**config.mk**
```make
export PLATFORM = sky130hd
export DESIGN_NAME = alu2_rr_arbiter
export DESIGN_NICKNAME = d
export VERILOG_FILES = /design/src/rtl/alu2_rr_arbiter.sv
export SDC_FILE = /design/constraint.sdc
export NUM_CORES = 1
export LEC_CHECK = 0
export CAP_MARGIN = 20
export CORE_MARGIN = 2
export CORE_UTILIZATION = 36
export CTS_CLUSTER_DIAMETER = 100
export DETAILED_ROUTE_END_ITERATION = 12
export GPL_TIMING_DRIVEN = 0
export PLACE_DENSITY = 0.91
export SLEW_MARGIN = 20
export SYNTH_ARGS = -nofsm -noshare
export SYNTH_HDL_FRONTEND = slang
export SYNTH_HIERARCHICAL = 1
export SYNTH_SLANG_ARGS = --single-unit
```
**constraint.sdc**
```tcl
create_clock -name clk -period 6.1 [get_ports clk]
set_input_delay 1.22 -clock clk [delete_from_list [all_inputs] [get_ports clk]]
set_output_delay 1.22 -clock clk [all_outputs]
set_load 0.05 [all_outputs]
```
**src/rtl/alu2_rr_arbiter.sv**
```systemverilog
// Round-robin arbiter sharing one combinational ALU2 among 2**ID_W requesters.
// Define ALU2_ARB_LOCK_EN to add per-requester grant locking (req_lock).

module alu2_arb_lane (
  input  logic       gnt_i,
  input  logic [1:0] op_i,
  input  logic [3:0] a_i,
  input  logic [3:0] b_i,
  input  logic [1:0] c_i,
  output logic [1:0] op_o,
  output logic [3:0] a_o,
  output logic [3:0] b_o,
  output logic [1:0] c_o
);
  // A lane contributes its fields only while granted, so the ALU pins can be
  // formed by OR-ing all lanes together.
  assign op_o = gnt_i ? op_i : 2'b00;
  assign a_o  = gnt_i ? a_i  : 4'h0;
  assign b_o  = gnt_i ? b_i  : 4'h0;
  assign c_o  = gnt_i ? c_i  : 2'b00;
endmodule

module alu2_rr_arbiter #(
  parameter  int ID_W = 2,
  localparam int NREQ = 2**ID_W
) (
  input  logic              clk,
  input  logic              reset,
  input  logic [NREQ-1:0]   req,
`ifdef ALU2_ARB_LOCK_EN
  input  logic [NREQ-1:0]   req_lock,
`endif
  input  logic [2*NREQ-1:0] req_op,
  input  logic [4*NREQ-1:0] req_a,
  input  logic [4*NREQ-1:0] req_b,
  input  logic [2*NREQ-1:0] req_c,
  output logic [NREQ-1:0]   gnt,
  output logic [3:0]        alu_inA,
  output logic [3:0]        alu_inB,
  output logic [1:0]        alu_inC,
  output logic [1:0]        alu_op,
  input  logic [3:0]        alu_ans,
  output logic              resp_valid,
  output logic [ID_W-1:0]   resp_id,
  output logic [3:0]        resp_data,
  input  logic              resp_ready
);

  logic [ID_W-1:0] ptr_q, ptr_d;
  logic [ID_W-1:0] resp_id_q, resp_id_d;
  logic [3:0]      resp_data_q, resp_data_d;
  logic            resp_valid_q, resp_valid_d;
  logic            lock_q, lock_d;

  logic [ID_W-1:0] winner;
  logic [ID_W-1:0] scan_idx;
  logic            stall;
  logic            grant_en;

  logic [NREQ-1:0][1:0] lane_op;
  logic [NREQ-1:0][3:0] lane_a;
  logic [NREQ-1:0][3:0] lane_b;
  logic [NREQ-1:0][1:0] lane_c;

  assign stall    = resp_valid_q & ~resp_ready;
  assign grant_en = ~reset & ~stall & (|req);

  // Scan from ptr upward; iterating offsets high-to-low lets the nearest
  // requesting index overwrite the others. ID_W-bit sums wrap mod NREQ.
  always_comb begin
    winner   = ptr_q;
    scan_idx = ptr_q;
    for (int k = NREQ-1; k >= 0; k--) begin
      scan_idx = ptr_q + ID_W'(k);
      if (req[scan_idx]) winner = scan_idx;
    end
`ifdef ALU2_ARB_LOCK_EN
    if (lock_q && req[resp_id_q] && req_lock[resp_id_q]) winner = resp_id_q;
`endif
  end

  always_comb begin
    gnt = '0;
    for (int i = 0; i < NREQ; i++)
      gnt[i] = grant_en && (winner == ID_W'(i));
  end

  for (genvar g = 0; g < NREQ; g++) begin : g_lane
    alu2_arb_lane u_lane (
      .gnt_i (gnt[g]),
      .op_i  (req_op[2*g +: 2]),
      .a_i   (req_a[4*g +: 4]),
      .b_i   (req_b[4*g +: 4]),
      .c_i   (req_c[2*g +: 2]),
      .op_o  (lane_op[g]),
      .a_o   (lane_a[g]),
      .b_o   (lane_b[g]),
      .c_o   (lane_c[g])
    );
  end

  always_comb begin
    alu_op  = '0;
    alu_inA = '0;
    alu_inB = '0;
    alu_inC = '0;
    for (int i = 0; i < NREQ; i++) begin
      alu_op  = alu_op  | lane_op[i];
      alu_inA = alu_inA | lane_a[i];
      alu_inB = alu_inB | lane_b[i];
      alu_inC = alu_inC | lane_c[i];
    end
  end

  // A stall holds everything, including any lock, until the response drains.
  always_comb begin
    ptr_d        = ptr_q;
    resp_id_d    = resp_id_q;
    resp_data_d  = resp_data_q;
    resp_valid_d = resp_valid_q;
    lock_d       = lock_q;
    if (grant_en) begin
      resp_data_d  = alu_ans;
      resp_id_d    = winner;
      resp_valid_d = 1'b1;
      ptr_d        = winner + ID_W'(1);
`ifdef ALU2_ARB_LOCK_EN
      lock_d       = req_lock[winner];
`else
      lock_d       = 1'b0;
`endif
    end else if (!stall) begin
      resp_valid_d = 1'b0;
      lock_d       = 1'b0;
    end
  end

  always_ff @(posedge clk or posedge reset) begin
    if (reset) begin
      ptr_q        <= '0;
      resp_id_q    <= '0;
      resp_data_q  <= '0;
      resp_valid_q <= 1'b0;
      lock_q       <= 1'b0;
    end else begin
      ptr_q        <= ptr_d;
      resp_id_q    <= resp_id_d;
      resp_data_q  <= resp_data_d;
      resp_valid_q <= resp_valid_d;
      lock_q       <= lock_d;
    end
  end

  assign resp_valid = resp_valid_q;
  assign resp_id    = resp_id_q;
  assign resp_data  = resp_data_q;

endmodule

```
; ---- Yosys cells after proc, flatten, opt, wreduce, memory -nomap -nowiden
; Cells that the tools add are included.
[op_classes]
add_sub_neg = 4
n_lt_le_gt_ge = 4
eq_ne = 4
mux = 30
bitwise_logic = 18
reduce_logical = 6
[ops]
columns = op, count
row1 = $mux W4, 8
row2 = $mux W2, 12
row3 = $or A4 B4 Y4, 6
row4 = $lt A2 B3 Y1 const B, 4
row5 = $or A2 B2 Y2, 6
row6 = $bmux W1 S2, 4
row7 = $mux W1, 6
row8 = $add A2 B1 Y2 const B, 2
row9 = $add A2 B2 Y2 const B, 2
row10 = $eq A2 B2 Y1 const B, 2
row11 = $logic_and A1 B1 Y1, 4
row12 = $reduce_or A4 Y1, 1
row13 = $and A1 B1 Y1, 3
row14 = $not A1 Y1, 3
row15 = $eq A2 B1 Y1 const B, 1
row16 = $logic_not A2 Y1, 1
row17 = $ne A2 B1 Y1 const B, 1
[word_totals]
reg_bits = 9
inputBits = 59
output_inout_bits = 23
wordCells = 70

; ---- Longest topological paths before layout
[depth]
ltp_word = 13
depth_mapped = 8
mapped_depth_nobuf = 6

; ---- By module
; Netlist, hierarchy kept.
[by_module_without_submodules]
columns = module, instances, cells_each, area_each_um2, seq_area_each_um2
row1 = alu2_rr_arbiter, 1, 77, 686.9, 225.2
row2 = alu2_arb_lane, 4, 13, 96.3, 0.0

; ---- Worst setup path before layout
; Ideal clock, no wire load.
[synth_path]
path_type = in2out
from = in req[1]
to = out alu_inA[0]
t_arrival_ns = 3.908
required_time_ns = 4.880
path_slack_ns = 0.972
stages = 8
path_buffers = 3
path_cell_list = buf_4 -> nor4_4 -> or3_1 -> buf_4 -> nor3_1 -> buf_6 -> and2_2 -> or4_1
[synth_lines]
columns = element, line
row1 = from (decl), 29  ; input logic [NREQ-1:0] req,
row2 = to (decl), 38  ; output logic [3:0] alu_inA,

==> results.json <==
{
  "grt-ovfl-total": 0,
  "synthAdderAreaFrac_pct": 0,
  "rows": 19,
  "antenna_cells": 0,
  "clock-sinks": 9,
  "startpoint_type": "input port",
  "syn_avg_cell_area_um2": 8.312,
  "area_growth_pct": 80.75,
  "crit_type": "input port to output port",
  "vias": 1257,
  "worstPathMaxFanout": 10,
  "cts_tree": "yes",
  "firstDrtPassIters": 4,
  "antenna_found_initial": 0,
  "skew_ns": 0.008196,
  "dr.first_iter.drc_count": 47,
  "ff2ff_path_depth": 3,
  "yosys.area_share.simple_pct": 56.24,
  "grt_pass1_wl_mm": 5.727,
  "finish.utilization_pct": 69.68,
  "wl_mm": 3.571,
  "cpPeakStageDelay_ns": 0.72,
  "synthXorXnorAreaFrac_pct": 0,
  "p_leak_nw": 0.8618,
  "critPathSlowestCell": "clkdlybuf4s50_1",
  "synthFlopType": "dfrtp_1",
  "drv_slew": 0,
  "crit_buf_inv": 3,
  "synth_top_family_by_area": "simple AND/OR/NAND/NOR gates",
  "cpMostUsedCell": "clkdlybuf4s50_1",
  "rsz0062_at_grt": "false",
  "placed_cells": 240,
  "cts.clk_slew.worst_paths_ns": 0.06,
  "final_cells": 244,
  "cts_resized": 0,
  "place_hpwl_mm": 2.917,
  "cpLargestDelayFamily": "buffers and inverters",
  "synth_nets": 188,
  "ys_types": 33,
  "cp-end-kind": "output port",
  "clk_path_buf_depth": 2,
  "netlist_area_um2": 1072,
  "powerDensity_nw_per_um2": 276.5,
  "postCtsSetupBuffers": 0,
  "htreeDepth": 1,
  "cts-root-buf": "clkbuf_4",
  "grt_usage_pct": 21.20,
  "gp_congestion": 0.8593,
  "fin_crit_sh_pct": 89.91,
  "final_layout_size_suffix_gt1_share_pct": 23.47,
  "crit_chain": "clkdlybuf4s50_1, or2b_1, o21ai_0, a221o_2, and3_1, buf_6, and2_2, or4_1, clkdlybuf4s50_1",
  "grt_max_degree": 11,
  "start_util_pct": 38.55,
  "drc": 0,
  "ant_nets": 0,
  "status": "complete, no violations",
  "tightest_slew_ns": 0.5075,
  "pin_count": 82,
  "fillers": 222,
  "p_total_w": 0.0005360,
  "nets": 273,
  "ys_warn_count": 6,
  "grt_pass1_vias": 1315,
  "muxShareOfSynthArea_pct": 3.384,
  "die_w_um": 58.58,
  "hold_violations": 0,
  "ys_ff_latch": 9,
  "cts_buffers": 3,
  "die_height_um": 58.58,
  "avgViaCountPerCell": 5.152,
  "dpl-instance-area_um2": 1912,
  "max_cap_violations": 0,
  "port_buffers": 80,
  "final_area_um2": 1938,
  "relSlewSlack_pct": 65.98,
  "synth_cells": 129,
  "cp_num_cells": 9,
  "ir_drop_mv": 0.2471,
  "min-delay-path-class": "flip-flop to flip-flop",
  "async_reset_ff_share_pct": 100.0,
  "synth_compound_area_share_pct": 11.32,
  "drt-wirelength-per-cell_um": 14.64,
  "worstPathArrival_ns": 4.26,
  "synth_edf_count": 0,
  "critPathRequiredTime_ns": 4.88,
  "clk_latency_ns": 0.26,
  "fin_crit_ns": 5.484,
  "fmax_mhz": 182.3,
  "postCtsHoldBufs": 0,
  "die_area_um2": 3431,
  "coreArea_um2": 2781,
  "setup_viol": 0,
  "fin_setup_tns_ns": 0,
  "synth_seq_area_share_pct": 21.00,
  "hold_path_depth": 2
}
==> worst paths after layout <==
path                               from      endpoint  slack, ns
min in group asynchronous         reset      ptr_q[1]       1.34
max reg2reg                  resp_valid    resp_id[1]       4.59
max in group asynchronous         reset  resp_data[3]       4.50
min reg2reg                resp_data[1]  resp_data[1]       0.47
min                        resp_data[1]  resp_data[1]       0.47
max                              req[2]     alu_op[1]       0.62
==> worst reg2reg max path, cell delays in order, from the launching register on <==
cell and delay, ns:
dfrtp_1 0.39, nor2b_1 0.17, nor3_2 0.45, mux2_2 0.39
==> cells in the mapped netlist (all sizes together), types with 2 or more instances <==
library cell,count,area share (%)
a21oi,4,1.9
and2,48,32
buf,7,6.3
dfrtp,9,21
inv,5,1.8
mux2,2,2.4
nand2,13,4.6
nor2b,2,1.2
nor3,2,1.4
nor3b,3,3.0
o21ai,4,1.9
o21bai,2,1.4
o22ai,2,1.2
or2b,2,1.4
or4,12,8.4
==> power by group <==
group,internal [W],total (W),switching [W]
clock,0.0000252,0.0000467,0.0000215
combinational,0.000172,0.000401,0.000229
sequential,0.0000767,0.0000887,0.0000120
total,0.000274,0.000536,0.000262
==> placed cells by master (no fill, tap or decap) <==
master | Yosys | layout
a221o_2 | 1 | 1
nor4_4 | 1 | 1
a211oi_1 | 1 | 1
nor3b_2 | 2 | 2
buf_4 | 3 | 3
nor3_2 | 1 | 1
and3_1 | 1 | 1
nor3_1 | 1 | 1
and2_2 | 32 | 32
o21bai_1 | 2 | 2
nand2_1 | 13 | 13
mux2_2 | 1 | 1
dfrtp_1 | 9 | 9
o21ai_1 | 1 | 1
or2b_1 | 2 | 2
o31a_1 | 1 | 1
or3b_2 | 1 | 1
nand2b_1 | 1 | 1
or4_1 | 12 | 12
or3_1 | 1 | 1
o2bb2a_1 | 1 | 1
o41ai_1 | 1 | 1
clkbuf_4 | 0 | 3
nor2b_1 | 2 | 2
clkdlybuf4s50_1 | 0 | 80
o31ai_1 | 1 | 1
o21ai_0 | 3 | 3
buf_6 | 4 | 4
o22ai_1 | 2 | 2
mux2_4 | 1 | 1
clkbuf_1 | 0 | 1
nor3b_1 | 1 | 1
mux2i_1 | 1 | 1
a21oi_1 | 4 | 4
inv_1 | 5 | 5
and2_1 | 16 | 16
==> sequential cells by signal, summed over array words and instances (netlist names) <==
register    cells
ptr_q           2
resp_data       4
resp_valid      1
resp_id         2
==> final cells by class <==
class / count / area (µm²) / share of cell area (%)
inverters: 5 / 18.77 / 0.9684
repair buffers: 80 / 800.8 / 41.32
clock buffers: 4 / 26.28 / 1.356
multi-input cells: 108 / 760.7 / 39.25
plain buffers: 7 / 67.56 / 3.486
well taps: 31 / 38.79 / 2.001
flip-flops and latches: 9 / 225.2 / 11.62
==> cell families after synthesis <==
family | after synthesis
simple gates | 87
mux | 3
compound gates | 18
buf+inv | 12
flops | 9
==> through the flow <==
stage / setup slack, ns / hold WS [ns]
finish: 0.6155 / 0.4729
global route: 0.5272 / 0.5009
CTS: 0.6266 / 0.4768
detailed placement: 0.6246 / 0.4619
global placement: 0.6707 / 0.4621
floorplan: 0.9717 / 0.5509
==> layer usage <==
layer	global-route usage, %	part of all wire [%]	vias to the layer above	wire length [µm]
met5	0	0	-	0
met4	4.870	0.70	0	25
met3	5.055	11	4	392
met2	41.89	51	61	1804
li1	-	-	612	-
met1	22.31	38	580	1349
Power figures use the tool's default switching activity.
